### config.mk
export PLATFORM = sky130hd
export DESIGN_NAME = data_mem_bridge
export DESIGN_NICKNAME = d
export VERILOG_FILES = /design/src/rtl/data_mem_bridge.sv
export SDC_FILE = /design/constraint.sdc
export NUM_CORES = 1
export LEC_CHECK = 0
export CELL_PAD_IN_SITES_DETAIL_PLACEMENT = 0
export CELL_PAD_IN_SITES_GLOBAL_PLACEMENT = 1
export CORE_ASPECT_RATIO = 1.5
export CORE_MARGIN = 8
export CORE_UTILIZATION = 43
export DETAILED_ROUTE_END_ITERATION = 7
export MAX_ROUTING_LAYER = met4
export PLACE_DENSITY = 0.82
export SETUP_SLACK_MARGIN = 0.1
export SYNTH_ARGS = -nofsm -noshare
export SYNTH_HDL_FRONTEND = slang
export SYNTH_SLANG_ARGS = --single-unit
### constraint.sdc
create_clock -name clk -period 6.6 [get_ports clk]
set_input_delay 0.66 -clock clk [delete_from_list [all_inputs] [get_ports clk]]
set_output_delay 0.66 -clock clk [all_outputs]
set_load 0.01 [all_outputs]
### src/rtl/data_mem_bridge.sv
// rtl/data_mem_bridge.sv - CPU data-port decoder: RAM below 0x400, MMIO block above.
// MMIO reads are registered so both regions return data with one cycle of latency.
module data_mem_bridge #(
  parameter int FIFO_DEPTH = 8,
  parameter int LED_W      = 10,
  parameter int SW_W       = 10
) (
  input  logic              clk,
  input  logic              rst,
  input  logic [10:0]       cpu_addr,
  input  logic              cpu_w_en,
  input  logic [31:0]       cpu_wdata,
  output logic [31:0]       cpu_rdata,
  output logic [9:0]        ram_addr,
  output logic              ram_w_en,
  output logic [31:0]       ram_wdata,
  input  logic [31:0]       ram_rdata,
  input  logic [SW_W-1:0]   sw_in,
  output logic [LED_W-1:0]  led_out,
  output logic              tx_valid,
  output logic [7:0]        tx_data,
  input  logic              tx_ready
);
  localparam int PW = $clog2(FIFO_DEPTH);
  localparam int CW = PW + 1;

  localparam logic [9:0] A_LED  = 10'd0;
  localparam logic [9:0] A_SW   = 10'd1;
  localparam logic [9:0] A_CNT  = 10'd2;
  localparam logic [9:0] A_TXD  = 10'd3;
  localparam logic [9:0] A_STAT = 10'd4;

  logic            is_io;
  logic            io_wr;
  logic [SW_W-1:0] sw_meta;
  logic [SW_W-1:0] sw_sync;
  logic [LED_W-1:0] led_q;
  logic [31:0]     cnt_q;
  logic [7:0]      fifo_mem [FIFO_DEPTH];
  logic [PW-1:0]   wr_ptr;
  logic [PW-1:0]   rd_ptr;
  logic [CW-1:0]   count;
  logic            overflow;
  logic            sel_q;
  logic [31:0]     io_q;
  logic [31:0]     io_val;
  logic            empty;
  logic            full;
  logic            pop;
  logic            push;
  logic            push_ok;

  assign is_io     = cpu_addr[10];
  assign io_wr     = cpu_w_en & is_io;
  assign ram_addr  = cpu_addr[9:0];
  assign ram_w_en  = cpu_w_en & ~is_io;
  assign ram_wdata = cpu_wdata;
  assign cpu_rdata = sel_q ? io_q : ram_rdata;
  assign led_out   = led_q;

  assign empty    = (count == '0);
  assign full     = (count == CW'(FIFO_DEPTH));
  assign tx_valid = ~empty;
  assign tx_data  = empty ? 8'h00 : fifo_mem[rd_ptr];
  assign pop      = tx_valid & tx_ready;
  assign push     = io_wr & (cpu_addr[9:0] == A_TXD);
  // A pop in the same cycle frees the slot, so a push into a full FIFO still lands.
  assign push_ok  = push & (~full | pop);

  always_comb begin
    io_val = '0;
    case (cpu_addr[9:0])
      A_LED:  io_val = 32'(led_q);
      A_SW:   io_val = 32'(sw_sync);
      A_CNT:  io_val = cnt_q;
      A_STAT: begin
        io_val[0]       = empty;
        io_val[1]       = full;
        io_val[2]       = overflow;
        io_val[8 +: CW] = count;
      end
      default: ;
    endcase
  end

  always_ff @(posedge clk or posedge rst) begin
    if (rst) begin
      sw_meta  <= '0;
      sw_sync  <= '0;
      led_q    <= '0;
      cnt_q    <= '0;
      wr_ptr   <= '0;
      rd_ptr   <= '0;
      count    <= '0;
      overflow <= 1'b0;
      sel_q    <= 1'b1;
      io_q     <= '0;
    end else begin
      sw_meta <= sw_in;
      sw_sync <= sw_meta;
      sel_q   <= is_io;
      io_q    <= io_val;
      if (io_wr && cpu_addr[9:0] == A_LED)
        led_q <= cpu_wdata[LED_W-1:0];
      if (io_wr && cpu_addr[9:0] == A_CNT)
        cnt_q <= cpu_wdata;
      else
        cnt_q <= cnt_q + 32'd1;
      if (io_wr && cpu_addr[9:0] == A_STAT)
        overflow <= 1'b0;
      else if (push && !push_ok)
        overflow <= 1'b1;
      if (push_ok)
        wr_ptr <= wr_ptr + PW'(1);
      if (pop)
        rd_ptr <= rd_ptr + PW'(1);
      case ({push_ok, pop})
        2'b10:   count <= count + CW'(1);
        2'b01:   count <= count - CW'(1);
        default: ;
      endcase
    end
  end

  // Storage needs no reset; an empty count makes stale entries unreachable.
  always_ff @(posedge clk) begin
    if (push_ok)
      fifo_mem[wr_ptr] <= cpu_wdata[7:0];
  end
endmodule
[Word level (Yosys, flattened, before mapping)]
Memory sizes are Yosys's and may differ from the RTL's.
Index checks and enable logic that the tools add are counted.
Word-level totals
  output and inout port bits: 94
  flip-flop bits (word level): 106
  bits in writable memories: 64
  memories kept: 1
  word-level logic and storage cells: 53
Cells by class
  reduce and logical (&&, ||, !) cells: 9
  add/subtract/negate cells: 5
  equal/unequal tests: 7
  bitwise operators: 9
  muxes and demuxes: 12
Memories
  fifo_mem: words 8, bits a word 8, read ports 1, clocked after Yosys merged registers in 0, write ports 1, line 39  | logic [7:0] fifo_mem [FIFO_DEPTH];
Operators by type and width (count)
  32-bit two-way mux: 2
  32-bit by 1-bit adder with 32-bit output, second input constant: 1
  10-bit by 2-bit equality test with 1-bit output, second input constant: 2
  20-bit two-way mux: 1
  4-bit one-hot mux with 4 select lines: 1
  5-bit one-hot mux with 3 select lines: 1
  3-bit one-hot mux with 4 select lines: 1
  10-bit by 1-bit equality test with 1-bit output, second input constant: 1
  10-bit by 3-bit equality test with 1-bit output, second input constant: 1
  10-bit zero test: 1
  8-bit two-way mux: 1
  4-bit one-hot mux with 2 select lines: 1
  3-bit by 1-bit adder with 3-bit output, second input constant: 2
  1-bit bitwise AND: 5
  4-bit by 1-bit adder with 4-bit output, second input constant: 1
  4-bit equality test, second input constant: 1
  1-bit logical AND: 4
  4-bit zero test: 1
  1-bit two-way mux: 4
  2-bit nonzero test: 2
  4-bit by 1-bit subtractor with 4-bit output, second input constant: 1
  1-bit inverter: 3
  2-bit by 1-bit equality test with 1-bit output, second input constant: 1
  2-bit equality test, second input constant: 1
  2 further kinds: 2

[Longest topological paths before layout]
  depth after elaboration: 9
  mapped depth: 12
  depth with buffers taken out: 10

[Least setup slack after synthesis]
Ideal clock, no wire load.
  path type: in2reg
  from: in cpu_addr[6]
  to: mem fifo_mem[0][0] (enable)
  slack: 3.717 ns
  stages: 5
  setup time: 0.395 ns
  arrival: 2.488 ns
  buffers on the path: 1
  path through: nor4_4 nand3b_2 or3_1 buf_6 nor4_1
On the way
  cells in the longest elaborated chain, start to end: 5
Ends and longest elaborated chain
  start, declared: line 10  | input logic [10:0] cpu_addr,
  10-bit by 2-bit equality test with 1-bit output: line 66  | assign push = io_wr & (cpu_addr[9:0] == A_TXD);
  1-bit bitwise AND: line 66
  1-bit bitwise AND: line 68  | assign push_ok = push & (~full | pop);
  1-bit two-way mux: line 127  | if (push_ok)
  1-bit two-way mux (implied by the code): line 128  | fifo_mem[wr_ptr] <= cpu_wdata[7:0];
  end, declared: line 39
No other way between the ends.

[Worst setup path in the final report]
  from: in cpu_addr[6]
  to: mem fifo_mem[1][5] (enable)
Same word-level chain as after synthesis.

==> results.json <==
{
  "hold_viol_final": 0,
  "via_count": 5075,
  "post_cts_resized": 0,
  "die_area_sq_um": 22600,
  "initial_utilization_pct": 43.4,
  "tritoncts": "built",
  "final_period_minus_worst_setup_slack_ns": 3.53,
  "ys_dominant_reg_cell": "dfrtp_1",
  "power.ir.vdd_worst_v": 0.000156,
  "non_filler_cell_area_final_sq_um": 10000,
  "worst_hold_path.num_cells": 0,
  "area_growth_pct": 29.9,
  "total_leakage_power_uw": 0.00392,
  "holdWs_ns": 0.346,
  "synth_seq_cells": 170,
  "setup_total_negative_slack_ns": 0,
  "routedWlPerCell_microns": 19.9,
  "postSynth.asyncResetShare_pct": 62.4,
  "placementRows": 60,
  "placedInstanceArea_sq_um": 9430,
  "grt_usage_pct": 17.7,
  "dp_hpwl_microns": 14400,
  "finalClockSkew_ns": 0.00995,
  "rsz0062_at_grt": "no",
  "yosysSeqAreaShare_pct": 59.3,
  "grt_first_pass_wirelength_microns": 30500,
  "syn-mean-instance-area_sq_um": 13.0,
  "nNetsFinal": 826,
  "cts.sink_count": 170,
  "setup.worst_path.end_class": "flop",
  "pin_count": 183,
  "buffer_ports.inserted": 182,
  "clock_tree.htree_level_count": 4,
  "critical_path.cell_chain": "clkdlybuf4s50_1 -> nor4_4 -> nand3b_2 -> or3_1 -> nor3_1",
  "drv_slew": 0,
  "clk_transition_reported_paths_ns": 0.07,
  "timing.final.crit_share_pct": 53.5,
  "drt_first_iter_violations": 235,
  "outcome": "finished clean",
  "clk_latency_ns": 0.42,
  "final_layout_size_suffix_gt1_share_pct": 15.3,
  "drtAntennaViolNets": 0,
  "core_area_sq_um": 17800,
  "fmax_ghz": 0.283,
  "die_width_microns": 125,
  "setup-violations-final": 0,
  "holdCritPathClass": "reg2reg",
  "timing.critical_path.from_type": "input port",
  "critPathSlowestCell": "nor3_1",
  "setup.worst_path.class": "in2reg",
  "maximum_number_of_pins_on_one_net_before_global_route_repair": 66,
  "clock_tree.buffer_depth": 2,
  "setup_repair_bufs_after_cts": 0,
  "p_per_area_nw_per_um2": 283,
  "globalRoute.totalOverflow": 0,
  "cts-buffers-inserted": 17,
  "crit_fanout": 14,
  "number_of_antenna_violations_at_the_first_check_in_global_routing": 0,
  "synth_cells": 596,
  "clockRootBuffer": "clkbuf_16",
  "worst_ep_arrival_time_ns": 3.56,
  "num_antenna_cells": 0,
  "cpPeakStageDelay_ns": 1.06,
  "max-cap-violations": 0,
  "worst_pin_slew_ns": 1.25,
  "detail_route.first_pass.iterations": 4,
  "hold_buffers": 0,
  "timing.reg2reg.worst_path_depth": 4,
  "critPathRequiredTime_ns": 6.63,
  "drc_errors": 0,
  "yosysWarnings": 0,
  "synth.net_count": 691,
  "synth-edff-count": 64,
  "detail_route.wirelength_microns": 19100,
  "ys_types": 48,
  "slew_headroom_pct": 15.9,
  "first_global_vias": 5742,
  "average_vias_per_placed_instance": 5.28,
  "syn_area_sq_um": 7720,
  "gpl.final_weighted_congestion": 0.804,
  "die_height_microns": 180
}
worst max-delay path, delay by kind of cell:
kind,cells,cell delay (ns)
and+or+nand+nor,4,2.44
buffers and inverters,1,0.46
metrics by stage:
step                std cells  setup WS, ns  total power, uW  util (%)
finish                    961          3.07             2840      56.4
CTS                       961          3.08             2870      56.4
floorplan                 596          3.15             1610         -
global placement          929          2.85             1860      53.0
global route              961          2.81             2960      56.4
detailed placement        929          2.58             1880      53.0
cell usage in the layout, fill, tap and decap left out, types with 5 or more instances in the layout:
cell type	count
and3_1	6
edfxtp_1	64
a21oi_1	14
mux2i_1	18
nor2b_1	5
clkbuf_16	17
ha_1	6
dfrtp_1	105
nor3_1	9
buf_4	6
nand3_1	11
mux4_2	16
mux2_2	46
nand4_1	11
inv_6	5
xnor2_1	16
inv_1	5
nand2_1	45
xor2_1	22
nor2_1	36
and2_1	20
clkdlybuf4s50_1	182
o21ai_0	33
cell type report:
class	instances	area [sq um]
Sequential cell	170	4580
Tap cell	217	272
Timing Repair Buffer	188	1870
Multi-Input combinational cell	348	2690
Fill cell	1444	7760
Clock buffer	17	425
Inverter	6	25.0
Clock inverter	15	174
flip-flops by register name, summed over array words and instances, names as in the netlist:
signal and count:
cnt_q 32, count 4, fifo_mem 64, io_q 32, led_out 10, overflow 1
rd_ptr 3, sel_q 1, sw_meta 10, sw_sync 10, wr_ptr 3
worst paths after layout:
| kind | slack [ns] | start | endpoint |
|---|---|---|---|
| worst min register to register | 0.35 | sw_meta[1] | sw_sync[1] |
| worst max-delay path | 3.07 | cpu_addr[6] | fifo_mem[1][5] |
| worst max register to register | 3.79 | count[1] | fifo_mem[1][4] |
| max in group asynchronous | 4.78 | rst | led_out[7] |
| worst min-delay path | 0.35 | sw_meta[1] | sw_sync[1] |
| min in group asynchronous | 0.63 | rst | io_q[15] |
synthesized netlist by cell type (all sizes together), types with 2 or more instances:
cell type	instances	area share (%)
clkbuf	16	0.78
buf	56	5.0
and2	20	1.6
a21oi	14	0.91
nor2	36	1.7
mux2	46	6.7
mux2i	18	2.3
and3	6	0.49
nand2b	2	0.16
ha	6	0.97
xor2	22	2.5
inv	6	0.29
o21ai	36	2.3
nor4	6	0.96
nand2	45	2.2
edfxtp	64	25
a22o	2	0.23
nand3	12	0.84
mux4	16	4.7
nor2b	5	0.41
and4	3	0.34
nand4	12	1.2
nor3	10	0.71
a31oi	2	0.16
dfrtp	105	34
and4b	2	0.26
xnor2	16	1.8
metal layers:
layer | part of all wire [%] | up-vias | global-route usage [%]
li1 | - | 2353 | -
met5 | 0 | - | -
met2 | 53 | 194 | 31.0
met3 | 6.0 | 32 | 4.30
met1 | 38 | 2496 | 18.6
met4 | 2.3 | 0 | 7.63
kinds of logic after synthesis:
| kind of cell | synth area share [%] |
|---|---|
| buffers and inverters | 6.03 |
| adders and majority gates | 0.972 |
| AOI/OAI and AO/OA | 4.15 |
| and+or+nand+nor | 11.6 |
| xor gates and xnor gates | 4.31 |
| muxes | 13.7 |
| DFF | 59.3 |
report_power, final:
part           total [uW]  switching, uW  internal [uW]
clock                 993            451            541
combinational         565            216            349
sequential           1280            133           1150
total                2840            800           2040
(Power assumes the default switching activity.)
==> RTL change, RTL diff (same flow settings) <==
Change the parameter `LED_W` from 10 to 12.
--- a/src/rtl/data_mem_bridge.sv
+++ b/src/rtl/data_mem_bridge.sv
@@ -2,7 +2,7 @@
 // MMIO reads are registered so both regions return data with one cycle of latency.
 module data_mem_bridge #(
   parameter int FIFO_DEPTH = 8,
-  parameter int LED_W      = 10,
+  parameter int LED_W      = 12,
   parameter int SW_W       = 10
 ) (
   input  logic              clk,
Interface: changed (resized led_out); port bits go from 183 to 185. The function was not compared with the original's and may differ.
==> RTL change against the unedited design <==
- power is 3.3% lower
- worst setup slack worse by 240 ps
- via count is 2.8% lower
- synthesized area is 0.55% higher
- non-clock buffer count is 2 lower
- largest power group unchanged
- first-iteration DRC count is 8.9% higher
- clock power is 8.8% lower
- sequential cell count is 2 higher
- design area is 0.72% lower
- wire length is 3.8% lower
- combinational power is 4% lower
==> RTL change: results <==
set metrics [dict create \
    grt.met2_usage_pct 31.3 \
    gp_congestion 0.802 \
    crit_path_end "fifo_mem[0][4]$_DFFE_PP_" \
    leakage_nw 3.96 \
    ys_seq_elements 172 \
    globalRouteMet1Util_pct 18.6 \
    worst-r2r-setup-slack_ps 3400 \
    yosys-mux-area-fraction_pct 14.1 \
    proportion_of_power_drawn_by_flip_flops_and_latches_pct 47.1 \
    power_report.internal_total_w 0.00201 \
    final_area_um2 9960 \
    seq-cell-share_pct 46.4 \
    setup.worst_path.start "cpu_addr[2]" \
    non_clock_buffer_share_pct 18.6 \
    worstPathArrival_ps 3800 \
    crit_path_max_fanout 12 \
    wire_per_inst_um 19.3 \
    net_count_of_the_mapped_netlist 686 \
    met3_usage_pct 4.35 \
    drt_iter0_markers 256 \
    placement.io_buffers 184 \
    layout.clock_buffers 20 \
    post_dp_cell_area_um2 9420 \
    global_route_wire_length_before_repair_mm 29.8 \
    min_to "sw_sync[2]$_DFF_PP0_" \
    synth_top_cells_by_area "sky130_fd_sc_hd__dfrtp_1, sky130_fd_sc_hd__edfxtp_1, sky130_fd_sc_hd__mux2_2" \
    yosys.area_share.xor_xnor_pct 4.17 \
    grt_use_total_pct 17.3 \
    hold_start "sw_meta[2]$_DFF_PP0_" \
    synthesized_area_fraction_occupied_by_ao_oa_aoi_and_oai_cells_pct 3.79 \
    pg_clk_w 0.000906 \
    finalNetCount 820 \
    nNonClkInverters 5 \
    run_status "finished, final reports clean" \
    buffers 186 \
    area_used_by_multi_input_combinational_logic_um2 2650 \
    timing.rr.end "count[2]$_DFFE_PP0P_" \
    multi_input_gates 343 \
    clock_area_share_pct 5.39 \
    detailroute.wirelength.met2_mm 10.2 \
    ir_drop_v 0.000141 \
    yosysUniqueCellTypes 44 \
    cp_slowest_stage_delay_ps 840 \
    vias_per_cell 5.16 \
    fraction_of_layout_cells_with_a_size_suffix_above_1_pct 14.4 \
    worst_slew_margin_rel_pct 20.0 \
]
==> RTL change: cell types whose count changed after synthesis, moves of 4 or more <==
cell	before	now
sky130_fd_sc_hd__a21oi_1	14	34
sky130_fd_sc_hd__a221o_1	0	5
sky130_fd_sc_hd__buf_2	6	2
sky130_fd_sc_hd__buf_6	1	7
sky130_fd_sc_hd__nand2_1	45	17
sky130_fd_sc_hd__nand3_1	11	16
sky130_fd_sc_hd__nor2_1	36	54
sky130_fd_sc_hd__o21ai_0	33	9
==> RTL change: metrics by stage <==
step	cells	hold WS (ps)	total power [W]	setup WS, ps
final	955	347	0.00274	2830
after floorplan	591	331	0.00161	3100
after CTS	955	349	0.00277	2850
after detailed placement	923	336	0.00187	2420
after global placement	923	334	0.00185	2540
after global routing	955	355	0.00287	2600
